File: src/rtl/sseg_scan_controller_if.sv
// Bundle between the system logic producing display values, the scan controller,
// and the per-digit sseg driver it feeds.
interface sseg_scan_controller_if;
    logic [31:0] data_in;
    logic [7:0]  dp_in;
    logic [7:0]  digit_en;
    logic        load;
    logic        pending;
    logic [2:0]  active;
    logic [3:0]  num;
    logic        dp_ctrl;
    logic        blank;
    logic        frame_done;

    modport master (
        output data_in, dp_in, digit_en, load,
        input  pending, active, num, dp_ctrl, blank, frame_done
    );

    modport slave (
        input  data_in, dp_in, digit_en, load,
        output pending, active, num, dp_ctrl, blank, frame_done
    );
endinterface

File: src/rtl/sseg_scan_controller.sv
// Time-multiplexed scan of an 8-digit seven-segment display with a frame-synchronous
// double-buffered image. Optional SSEG_LEADING_ZERO_BLANK_EN drops leading-zero digits.
module sseg_scan_controller #(
    parameter int unsigned REFRESH_DIV = 100000,
    parameter int unsigned DIV_W       = 17
) (
    input logic                   clk,
    input logic                   reset_n,
    sseg_scan_controller_if.slave sseg
);

    logic [DIV_W-1:0] r_cnt;
    logic [31:0]      r_p_data, r_s_data;
    logic [7:0]       r_p_dp, r_s_dp, r_p_en, r_s_en;
    logic             r_pending;
    logic [2:0]       r_idx;
    logic [3:0]       r_num;
    logic             r_dp_ctrl, r_blank, r_frame_done;

    logic             w_tick, w_boundary, w_xfer;
    logic [31:0]      w_s_data;
    logic [7:0]       w_s_dp, w_s_en, w_e_old, w_e_new;
    logic [3:0]       w_old, w_new;
    logic [2:0]       w_idx;

    // Returns {found, index} of the first enabled digit circularly after cur.
    function automatic logic [3:0] f_search(input logic [7:0] en, input logic [2:0] cur);
        logic [2:0] cand;
        logic       hit;
        logic [2:0] res;
        hit = 1'b0;
        res = 3'd0;
        for (int k = 1; k <= 8; k++) begin
            cand = cur + 3'(k);
            if (!hit && en[cand]) begin
                hit = 1'b1;
                res = cand;
            end
        end
        return {hit, res};
    endfunction

`ifdef SSEG_LEADING_ZERO_BLANK_EN
    // Digit i survives only if some nibble at or above i is non-zero.
    function automatic logic [7:0] f_keep(input logic [31:0] data);
        logic [7:0] keep;
        logic       nz;
        nz   = 1'b0;
        keep = 8'h01;
        for (int i = 7; i >= 1; i--) begin
            nz      = nz | (|data[4*i +: 4]);
            keep[i] = nz;
        end
        return keep;
    endfunction
`endif

    always_comb begin
        w_tick = (r_cnt == DIV_W'(REFRESH_DIV - 1));
`ifdef SSEG_LEADING_ZERO_BLANK_EN
        w_e_old = r_s_en & f_keep(r_s_data);
`else
        w_e_old = r_s_en;
`endif
        w_old = f_search(w_e_old, r_idx);
        // Nothing found above idx means the search wrapped 7->0 (also covers E == 0).
        w_boundary = w_tick && (!w_old[3] || (w_old[2:0] <= r_idx));
        w_xfer     = w_boundary && r_pending;
        w_s_data   = w_xfer ? r_p_data : r_s_data;
        w_s_dp     = w_xfer ? r_p_dp   : r_s_dp;
        w_s_en     = w_xfer ? r_p_en   : r_s_en;
`ifdef SSEG_LEADING_ZERO_BLANK_EN
        w_e_new = w_s_en & f_keep(w_s_data);
`else
        w_e_new = w_s_en;
`endif
        w_new = f_search(w_e_new, r_idx);
        w_idx = w_new[3] ? w_new[2:0] : 3'd0;
    end

    always_ff @(posedge clk or negedge reset_n) begin
        if (!reset_n) begin
            r_cnt        <= '0;
            r_p_data     <= '0;
            r_p_dp       <= '0;
            r_p_en       <= '0;
            r_s_data     <= '0;
            r_s_dp       <= '0;
            r_s_en       <= '0;
            r_pending    <= 1'b0;
            r_idx        <= 3'd0;
            r_num        <= 4'd0;
            r_dp_ctrl    <= 1'b1;
            r_blank      <= 1'b1;
            r_frame_done <= 1'b0;
        end else begin
            r_cnt        <= w_tick ? '0 : r_cnt + 1'b1;
            r_frame_done <= w_boundary;
            // A load on a transferring edge refills P after the old P moved to S.
            r_pending    <= sseg.load | (r_pending & ~w_xfer);
            if (sseg.load) begin
                r_p_data <= sseg.data_in;
                r_p_dp   <= sseg.dp_in;
                r_p_en   <= sseg.digit_en;
            end
            if (w_xfer) begin
                r_s_data <= r_p_data;
                r_s_dp   <= r_p_dp;
                r_s_en   <= r_p_en;
            end
            if (w_tick) begin
                r_idx     <= w_idx;
                r_num     <= w_s_data[{w_idx, 2'b00} +: 4];
                r_dp_ctrl <= ~w_s_dp[w_idx];
                r_blank   <= ~w_new[3];
            end
        end
    end

    assign sseg.pending    = r_pending;
    assign sseg.active     = r_idx;
    assign sseg.num        = r_num;
    assign sseg.dp_ctrl    = r_dp_ctrl;
    assign sseg.blank      = r_blank;
    assign sseg.frame_done = r_frame_done;

endmodule

File: src/flat_wrapper.sv
// flat-port wrapper written by rule: the top's interface ports become plain ports
module sseg_scan_controller_flat 
#(
    parameter int unsigned REFRESH_DIV = 100000,
    parameter int unsigned DIV_W       = 17
)
  (clk, reset_n, sseg_data_in, sseg_dp_in, sseg_digit_en, sseg_load, sseg_pending, sseg_active, sseg_num, sseg_dp_ctrl, sseg_blank, sseg_frame_done);
  sseg_scan_controller_if sseg_i ();
  input logic clk;
  input logic reset_n;
  input wire logic [$bits(sseg_i.data_in)-1:0] sseg_data_in;
  input wire logic [$bits(sseg_i.dp_in)-1:0] sseg_dp_in;
  input wire logic [$bits(sseg_i.digit_en)-1:0] sseg_digit_en;
  input wire logic [$bits(sseg_i.load)-1:0] sseg_load;
  output wire logic [$bits(sseg_i.pending)-1:0] sseg_pending;
  output wire logic [$bits(sseg_i.active)-1:0] sseg_active;
  output wire logic [$bits(sseg_i.num)-1:0] sseg_num;
  output wire logic [$bits(sseg_i.dp_ctrl)-1:0] sseg_dp_ctrl;
  output wire logic [$bits(sseg_i.blank)-1:0] sseg_blank;
  output wire logic [$bits(sseg_i.frame_done)-1:0] sseg_frame_done;
  assign sseg_i.data_in = sseg_data_in;
  assign sseg_i.dp_in = sseg_dp_in;
  assign sseg_i.digit_en = sseg_digit_en;
  assign sseg_i.load = sseg_load;
  assign sseg_pending = sseg_i.pending;
  assign sseg_active = sseg_i.active;
  assign sseg_num = sseg_i.num;
  assign sseg_dp_ctrl = sseg_i.dp_ctrl;
  assign sseg_blank = sseg_i.blank;
  assign sseg_frame_done = sseg_i.frame_done;
  sseg_scan_controller #(.REFRESH_DIV(REFRESH_DIV), .DIV_W(DIV_W)) u_core (.clk(clk), .reset_n(reset_n), .sseg(sseg_i));
endmodule
File: config.mk
export PLATFORM = sky130hd
export DESIGN_NAME = sseg_scan_controller_flat
export DESIGN_NICKNAME = d
export VERILOG_FILES = /design/src/rtl/sseg_scan_controller_if.sv /design/src/rtl/sseg_scan_controller.sv /design/src/flat_wrapper.sv
export SDC_FILE = /design/constraint.sdc
export NUM_CORES = 1
export LEC_CHECK = 0
export CAP_MARGIN = 15
export CORE_MARGIN = 10
export CORE_UTILIZATION = 58
export DETAILED_ROUTE_END_ITERATION = 10
export MAX_ROUTING_LAYER = met4
export PLACE_DENSITY = 0.87
export SLEW_MARGIN = 5
export SYNTH_ARGS = -nofsm -noshare
export SYNTH_HDL_FRONTEND = slang
export SYNTH_SLANG_ARGS = --single-unit
File: constraint.sdc
create_clock -name clk -period 8.9 [get_ports clk]
set_input_delay 1.78 -clock clk [delete_from_list [all_inputs] [get_ports clk]]
set_output_delay 1.78 -clock clk [all_outputs]
set_load 0.01 [all_outputs]
### Yosys cells after proc, flatten, opt, wreduce, memory -nomap -nowiden

Index checks and enable logic that the tools add are counted.
W data, S select, Z words.

* register bits: 124
* output and inout port bits: 11
* logic and storage cells: 141

* add/sub/neg operators: 8
* magnitude comparators: 10
* equal/unequal tests: 1
* shift operators: 1
* multiplexer cells: 71
* bitwise operators: 5
* reduce and logical (&&, ||, !) cells: 32

Operators by type and width (count)
* $bmux W1 S3: 17
* $mux W3: 17
* $lt A3 B4 Y1 const B: 9
* $mux W1: 33
* $mux W32: 1
* $shiftx A32 B6 Y4: 1
* $add A17 B1 Y17 const B: 1
* $eq A17 B17 Y1 const B: 1
* $mux W17: 1
* $logic_and A1 B1 Y1: 16
* $mux W8: 2
* $logic_not A1 Y1: 15
* $add A3 B3 Y3 const B: 4
* $add A3 B2 Y3 const B: 2
* $add A3 B1 Y3 const B: 1
* $le A3 B3 Y1: 1
* $not A1 Y1: 3
* $and A1 B1 Y1: 1
* $logic_or A1 B1 Y1: 1
* $or A1 B1 Y1: 1

### Depth between registers and ports, before layout

Gate-level depths: netlist (run 1).

* word-level depth: 58
* depth in mapped cells: 35
* mapped depth without buffers: 28

### Worst setup path after synthesis (run 1)

OpenSTA, ideal clock, no wires.

* kind: reg-to-reg
* start: reg u_core.r_idx[0], in the netlist u_core.sseg.active[0]
* end: reg u_core.r_num[0], in the netlist u_core.sseg.num[0]
* setup time: 126 ps
* data arrival time: 6800 ps
* required time: 8774 ps
* setup slack: 1974 ps
* cell stages (with the launch flop): 34
* buffers on the path: 7
* cells stage by stage: dfrtp_1 -> buf_6 -> buf_6 -> inv_2 -> buf_1 -> ha_1 -> clkbuf_1 -> mux4_2 -> a21oi_1 -> o22ai_1 -> a2bb2o_1 -> nand2b_1 -> a21oi_1 -> a21oi_1 -> nor2_1 -> nand2_1 -> o31ai_1 -> a22oi_1 -> ha_1 -> o21a_1 -> o21ai_0 -> o21a_4 -> buf_12 -> mux2_2 -> mux4_2 -> mux2_4 -> nor2_4 -> nand3_2 -> o32ai_4 -> buf_6 -> buf_6 -> mux2i_1 -> mux2i_1 -> a221o_1

* longest elaborated chain between the ends: 56

Ends and longest elaborated chain
* start: declaration: line sseg_scan_controller.sv:16 `logic [2:0] r_idx;`
* start signal: assignment: line sseg_scan_controller.sv:112 `r_idx <= w_idx;`
* $add A3 B1 Y3: line sseg_scan_controller.sv:34 `cand = cur + 3'(k);`
* $bmux W1 S3: line sseg_scan_controller.sv:35 `if (!hit && en[cand]) begin`
* $mux W1 (not written as such): line sseg_scan_controller.sv:35
* $mux W1: line sseg_scan_controller.sv:35
* $logic_not A1 Y1: line sseg_scan_controller.sv:35
* $logic_and A1 B1 Y1: line sseg_scan_controller.sv:35
* $mux W1: line sseg_scan_controller.sv:35
* $logic_not A1 Y1: line sseg_scan_controller.sv:35
* [22 not listed]
* via u_core.w_e_new[4]: line sseg_scan_controller.sv:22 `logic [7:0] w_s_dp, w_s_en, w_e_old, w_e_new;`
* [18 not listed]
* $logic_not A1 Y1: line sseg_scan_controller.sv:35
* $logic_and A1 B1 Y1: line sseg_scan_controller.sv:35
* $mux W1: line sseg_scan_controller.sv:35
* $logic_not A1 Y1: line sseg_scan_controller.sv:35
* $logic_and A1 B1 Y1: line sseg_scan_controller.sv:35
* $mux W3 / $mux W1 (equally long branches): line sseg_scan_controller.sv:35
* $mux W3 (*): line sseg_scan_controller.sv:78 `w_idx = w_new[3] ? w_new[2:0] : 3'd0;`
* $shiftx A32 B6 Y4 (*): line sseg_scan_controller.sv:113 `r_num <= w_s_data[{w_idx, 2'b00} +: 4];`
* end signal: assignment: line sseg_scan_controller.sv:113
* end: declaration: line sseg_scan_controller.sv:17 `logic [3:0] r_num;`

The timed path passes the listed nets; every way through them passes the cells marked *. The select of a mux whose other input is x is not followed.
A chain may end at the register's enable or synchronous reset.

### Worst setup path in the final report (run 1)

* start: reg u_core.r_idx[0], in the netlist u_core.sseg.active[0]
* end: reg u_core.r_dp_ctrl, in the netlist u_core.sseg.dp_ctrl

* longest elaborated chain between the ends: 58

Ends and longest elaborated chain
* $add A3 B1 Y3: line sseg_scan_controller.sv:34
* $bmux W1 S3: line sseg_scan_controller.sv:35
* $mux W1 (not written as such): line sseg_scan_controller.sv:35
* $mux W1: line sseg_scan_controller.sv:35
* $logic_not A1 Y1: line sseg_scan_controller.sv:35
* $logic_and A1 B1 Y1: line sseg_scan_controller.sv:35
* $mux W1: line sseg_scan_controller.sv:35
* $logic_not A1 Y1: line sseg_scan_controller.sv:35
* [22 not listed]
* via u_core.w_e_new[6]: line sseg_scan_controller.sv:22
* [20 not listed]
* $mux W1: line sseg_scan_controller.sv:35
* $logic_not A1 Y1: line sseg_scan_controller.sv:35
* $logic_and A1 B1 Y1: line sseg_scan_controller.sv:35
* $mux W3 / $mux W1 (equally long branches): line sseg_scan_controller.sv:35
* $mux W3 (*): line sseg_scan_controller.sv:78
* $bmux W1 S3 (*): line sseg_scan_controller.sv:114 `r_dp_ctrl <= ~w_s_dp[w_idx];`
* $mux W1 (not written as such) (*): line sseg_scan_controller.sv:114
* $not A1 Y1 (*): line sseg_scan_controller.sv:114
* end signal: assignment: line sseg_scan_controller.sv:114
* end: declaration: line sseg_scan_controller.sv:18 `logic r_dp_ctrl, r_blank, r_frame_done;`

Marked as above.

==> impl_metrics.toml, run 1 <==
[clocking]
cts_tree = "yes"
clkLatencyLatePin_ps = 420
postCtsSetupBuffers = 0
htree_levels = 4
clk_pin_slew_ps = 60
cts_resized = 0
numCtsBuffers = 17
clock_path_buffers = 2
root_buffer = "clkbuf_16"
cts_sinks = 124
ctsHoldBuffers = 0

[status]
outcome = "finished clean"

[sta]
fin_skew_ps = 10.8
slew_headroom_pct = 28.1
period_needed_ps = 7950
rsz0062_at_grt = "false"
final.setup.tns_ps = 0
worst_slew_pin_slew_ps = 1080
hold_viol_final = 0
max_freq_mhz = 126
setup_viol = 0
slew_violations = 0
finalCritPeriodShare_pct = 89.4

[synth]
synth_area_leaders = "dfrtp_1 44%, mux2_2 10%, mux4_2 8.7%, nand2_1 8.5%, mux2i_1 5.3%"
yosysTopAreaCell = "dfrtp_1"
yosysWarnings = 0
ys_seq_elements = 124
synthArstFlopShare_pct = 100
syn_nets = 704
synth-main-ff-cell = "dfrtp_1"
synth_edf_count = 0
syn_inst = 647
yosysSeqAreaShare_pct = 44.6
synth_top_family_by_area = "multiplexers"
synthTopCellsByCount = "157 x nand2_1, 122 x dfrtp_1, 62 x mux2_2, 37 x mux2i_1, 31 x nor2_1"
synthSimpleGateAreaFrac_pct = 15.3
avgSynthCellArea_sq_um = 10.8
synth.distinct_cells = 69
synth_mux_area_share_pct = 24.6
syn_area_sq_um = 6960
synth_compound_area_share_pct = 8.92
synth_top_area_share_pct = 43.9
yosysMostFrequentCell = "nand2_1"
yosys.area_share.xor_xnor_pct = 2.26
synth-adder-area-share_pct = 1.08

[setup_path]
worstPathRequired_ps = 9250
worstPathMaxFanout = 59
critPathLaunch = "u_core.sseg.active[0]$_DFFE_PN0N_"
crit_top_cell = "mux4_2"
slowest_stage = "ha_1"
cp.arrival_ps = 8310
start_kind = "register"
cp-end-kind = "register"
r2r-start = "u_core.sseg.active[0]$_DFFE_PN0N_"
path_class = "reg2reg"
max_stage_delay_ps = 790

[global_routing]
grt_antenna_before_repair = 0
gr-total-overflow = 0
grt_max_degree = 67
grt_pass1_wl_mm = 28.5
grt_pass1_vias = 5613
grt_usage_pct = 22.2

[pwr]
power.clock.fraction_pct = 50.2
power_density_nw_per_um2 = 164
pwr-share-seq_pct = 45.0
combPwrFrac_pct = 4.8
swShare_pct = 21.6
p_leak_nw = 3.74
worst_ir_drop_vdd_v = 0.000184
p_int_mw = 1.05
power_switching_mw = 0.290

[finish]
synthToLayoutAreaGrowth_pct = 17.6
drive_gt1_share_pct = 20.6
nets = 757
diodes = 0
fill_cells = 711
fin_cells = 856

[placement]
dp_hpwl_mm = 11.7
port_buffers = 61
place.gp.congestion = 0.914
dp.cells = 824

[min_path]
min_path_type = "reg2reg"
hp-start = "u_core.r_s_data[7]$_DFF_PN0_"

[routing]
vias = 5505
drt_pass1_iterations = 6
vias_per_cell = 6.43
drc_errors = 0
ant_nets = 0
wl_per_cell_microns = 20.7
drt-initial-drc-count = 607
wirelength_mm = 17.7

[floorplan]
die_y_microns = 130
die_area_sq_um = 16800
core_area_sq_um = 11600
start_util_pct = 60.2
std_cell_rows = 39
io_pins = 62
dieWidth_microns = 130

[job]
maxCapViolations = 0
==> sequential cells by signal, indices dropped and copies added, names as in the netlist, 3 cells and up <==
signal	flops
u_core.r_cnt	17
u_core.r_p_data	32
u_core.r_p_dp	8
u_core.r_p_en	8
u_core.r_s_data	32
u_core.r_s_dp	8
u_core.r_s_en	8
u_core.sseg.active	3
u_core.sseg.num	4
==> placed cells by master (no fill, tap or decap), types with 3 or more instances in the layout <==
cell               n
clkinv_4           3
nor2b_1            7
a21oi_1           13
xor2_1             8
and2_1             5
o21ai_0           17
and3_1             7
nand2_1          157
inv_1              6
clkbuf_16         17
ha_1               6
mux2_2            62
o21ai_1            3
a22oi_1            3
nand3_1           13
o21a_1             3
mux2i_1           37
nand2b_1           5
clkinv_2           3
dfrtp_1          122
xnor2_1           10
mux4_2            27
or2_2              4
buf_4              8
nor2_1            31
o211ai_1           5
a221o_1            3
clkdlybuf4s50_1   59
clkbuf_1           3
a211oi_1           5
nor3_1             5
==> path summary, 6_finish.rpt <==
kind | to | cells past startpoint | slack [ps]
hold / removal | u_core.r_s_data[7]$_DFF_PN0_ | 2 | 480
min in group asynchronous | u_core.r_cnt[1]$_DFF_PN0_ | 1 | 1420
hold reg to reg | u_core.r_s_data[7]$_DFF_PN0_ | 2 | 480
setup / recovery | u_core.sseg.dp_ctrl$_DFFE_PN1N_ | 25 | 950
setup reg to reg | u_core.sseg.dp_ctrl$_DFFE_PN1N_ | 25 | 950
max in group asynchronous | u_core.r_s_en[2]$_DFF_PN0_ | 2 | 6180
==> worst max-delay path, delay by kind of cell, from the launching register on <==
| family | cells | cell delay, ps |
|---|---|---|
| compound gates | 10 | 2720 |
| flops | 1 | 400 |
| simple gates | 6 | 650 |
| fa+ha+maj | 2 | 1090 |
| mux | 5 | 2310 |
| buf+inv | 2 | 660 |
==> per-layer routing <==
metal	vias to the layer above	GRT usage, %	share of wire (%)
met5	-	-	0
met4	0	9.85	3.0
met3	50	5.02	5.9
met2	290	36.9	52
met1	2753	25.4	39
li1	2412	-	-
==> power by group through the flow <==
stage | clock, mW | sequential [mW] | combinational [mW]
global placement | 0 | 0.610 | 0.0611
floorplan | 0 | 0.605 | 0.0279
global route | 0.705 | 0.605 | 0.0704
finish | 0.674 | 0.603 | 0.0647
CTS | 0.679 | 0.603 | 0.0660
detailed placement | 0 | 0.612 | 0.0648
==> layout make-up <==
cell class | instances | area [sq um] | area share, %
Inverter | 9 | 33.8 | 0.413
Clock buffer | 22 | 464 | 5.67
Multi-Input combinational cell | 480 | 3630 | 44.4
Timing Repair Buffer | 68 | 656 | 8.01
Clock inverter | 10 | 116 | 1.42
Sequential cell | 124 | 3110 | 37.9
Tap cell | 143 | 179 | 2.19
==> through the flow <==
| stage | worst slack (ps) | utilization (%) | instance area (sq um) | power, mW | hold WS (ps) |
|---|---|---|---|---|---|
| floorplan | 1970 | - | 6960 | 0.633 | 433 |
| global placement | 1320 | 65.8 | 7610 | 0.672 | 453 |
| detailed placement | 1130 | 65.8 | 7610 | 0.677 | 458 |
| CTS | 1050 | 70.8 | 8190 | 1.35 | 477 |
| global route | 512 | 70.8 | 8190 | 1.38 | 501 |
| finish | 945 | 70.8 | 8190 | 1.34 | 476 |
==> cells by family after synthesis <==
kind of cell | after synthesis
buffers and inverters | 43
AND/OR/NAND/NOR | 245
AO/OA/AOI/OAI | 83
multiplexers | 128
flip-flops | 124
adder cells (fa/ha/maj) | 6
XOR/XNOR | 18
(Power assumes the default switching activity.)
==> run 2: changes to the inputs <==
--- a/config.mk
+++ b/config.mk
@@ -6,6 +6,7 @@
 export NUM_CORES = 1
 export LEC_CHECK = 0
 export CAP_MARGIN = 15
+export CORE_ASPECT_RATIO = 0.6
 export CORE_MARGIN = 10
 export CORE_UTILIZATION = 58
 export DETAILED_ROUTE_END_ITERATION = 10
==> run 2 against run 1 <==
  * Non-clock buffer count is 3 higher
  * Die area is 0.86% higher
  * Global-route usage is 1.1 points higher
  * Via count is 0.69% higher
  * Hold slack worse by 1.2 ps
  * Register-to-register slack worse by 240 ps
==> impl_metrics.toml, run 2 (synthesized netlist as in run 1, its figures left out) <==
[clocking]
cts_tree = "yes"
htree_levels = 4
postCtsSetupBuffers = 0
clk_pin_slew_ps = 60
cts_sinks = 124
cts_resized = 0
ctsHoldBuffers = 0
clock_path_buffers = 2
clkLatencyLatePin_ps = 420
root_buffer = "clkbuf_16"
numCtsBuffers = 17

[floorplan]
std_cell_rows = 30
start_util_pct = 60.4
core_area_sq_um = 11500
die_area_sq_um = 16900
die_y_microns = 105
dieWidth_microns = 161
io_pins = 62

[global_routing]
grt_max_degree = 77
grt_antenna_before_repair = 0
grt_pass1_wl_mm = 30.9
gr-total-overflow = 0
grt_usage_pct = 23.4
grt_pass1_vias = 5621

[finish]
reg.largest.list = "u_core.r_p_data x32, u_core.r_s_data x32, u_core.r_cnt x17"
synthToLayoutAreaGrowth_pct = 19.1
fin_cells = 875
multi_input_area_sq_um = 3630
diodes = 0
layout_commonest_cell = "nand2_1"
fill_cells = 744
register_area_sq_um = 3110
nets = 760
drive_gt1_share_pct = 21.3
final_cell_mix = "157 x nand2_1, 122 x dfrtp_1, 62 x mux2_2"

[pwr]
power_density_nw_per_um2 = 172
p_total_mw = 1.42
power_switching_mw = 0.311
pwr-share-seq_pct = 42.5
combPwrFrac_pct = 4.5
p_leak_nw = 3.77
worst_ir_drop_vdd_v = 0.000154
swShare_pct = 21.9
power.clock.fraction_pct = 53.0
p_int_mw = 1.11

[sta]
fin_skew_ps = 9.19
slew_violations = 0
max_freq_mhz = 122
finalCritPeriodShare_pct = 92.1
setup_viol = 0
final.setup.tns_ps = 0
slew_headroom_pct = 25.4
period_needed_ps = 8190
rsz0062_at_grt = "false"
worst_slew_pin_slew_ps = 1120
hold_viol_final = 0

[routing]
vias = 5543
wirelength_mm = 19.2
drc_errors = 0
drt_pass1_iterations = 6
wl_per_cell_microns = 22.0
drt-initial-drc-count = 795
ant_nets = 0
vias_per_cell = 6.33

[setup_path]
start_kind = "register"
worstPathMaxFanout = 59
path_class = "reg2reg"
cp.arrival_ps = 8490
worstPathRequired_ps = 9200
cp-end-kind = "register"

[placement]
place.gp.congestion = 0.968
dp.cells = 844
dp_hpwl_mm = 12.8
port_buffers = 61

[min_path]
min_path_type = "reg2reg"

[status]
outcome = "finished clean"

[job]
maxCapViolations = 0
==> run 2: changes by cell type in the layout (fill, tap and decap cells not counted) <==
cell | before | now
buf_4 | 8 | 11
clkbuf_1 | 3 | 0
clkinv_2 | 3 | 0
inv_6 | 0 | 3
bufinv_16 | 2 | 4
clkinv_4 | 3 | 1
clkinvlp_4 | 2 | 4
==> run 2: power groups by stage <==
stage	logic [mW]	clock network, mW	registers (mW)
floorplan	0.0279	0	0.605
global placement	0.0617	0	0.610
detailed placement	0.0648	0	0.612
CTS	0.0660	0.754	0.603
global route	0.0708	0.786	0.606
finish	0.0647	0.754	0.604
==> run 2: metrics by stage <==
stage,utilization [%],area (sq um),hold WS (ps),setup WS (ps)
final,71.9,8290,475,705
after CTS,71.9,8290,477,995
after floorplan,-,6960,433,1970
after detailed placement,66.4,7650,457,1130
after global placement,66.4,7650,452,1380
after global routing,71.9,8290,488,420
==> run 2: final cells by class <==
cell class	count	area share [%]
inverters	9	0.408
clock buffers	19	5.46
flip-flops and latches	124	37.5
repair buffers	71	8.18
clock inverters	12	2.23
multi-input cells	480	43.8
well taps	160	2.42
==> run 2: per-layer routing <==
| metal | routed length (microns) | track usage [%] | share of wire [%] |
|---|---|---|---|
| met4 | 346 | 5.63 | 1.8 |
| met3 | 2010 | 8.15 | 10 |
| met2 | 8650 | 34.0 | 45 |
| met1 | 8230 | 30.6 | 43 |
| met5 | 0 | - | 0 |
==> run 2: worst paths after layout <==
kind / startpoint / end / slack (ps) / cells past startpoint
max: u_core.sseg.active[1]$_DFFE_PN0N_ / u_core.sseg.num[0]$_DFFE_PN0N_ / 710 / 25
min reg2reg: u_core.r_s_dp[7]$_DFF_PN0_ / u_core.r_s_dp[7]$_DFF_PN0_ / 480 / 2
max reg2reg: u_core.sseg.active[1]$_DFFE_PN0N_ / u_core.sseg.num[0]$_DFFE_PN0N_ / 710 / 25
min: u_core.r_s_dp[7]$_DFF_PN0_ / u_core.r_s_dp[7]$_DFF_PN0_ / 480 / 2
min in group asynchronous: reset_n / u_core.r_cnt[0]$_DFF_PN0_ / 1360 / 1
max in group asynchronous: reset_n / u_core.r_p_data[1]$_DFFE_PN0P_ / 6180 / 2
==> run 2: critical path, cell delays in order (launching register included) <==
cell	delay (ps)
dfrtp_1	610
inv_2	70
ha_1	470
mux4_2	400
nand2_1	110
a21boi_0	580
nor2_1	80
a211oi_1	230
a21oi_1	60
a32oi_1	190
o21ai_0	130
ha_1	320
nor2b_1	130
o21a_1	150
o21ai_0	390
o21a_4	680
mux2_2	460
mux2i_1	450
o21ai_0	210
nor3_1	390
nand3_2	210
o32ai_4	690
buf_4	330
mux2i_1	260
mux2i_1	110
a221o_1	340
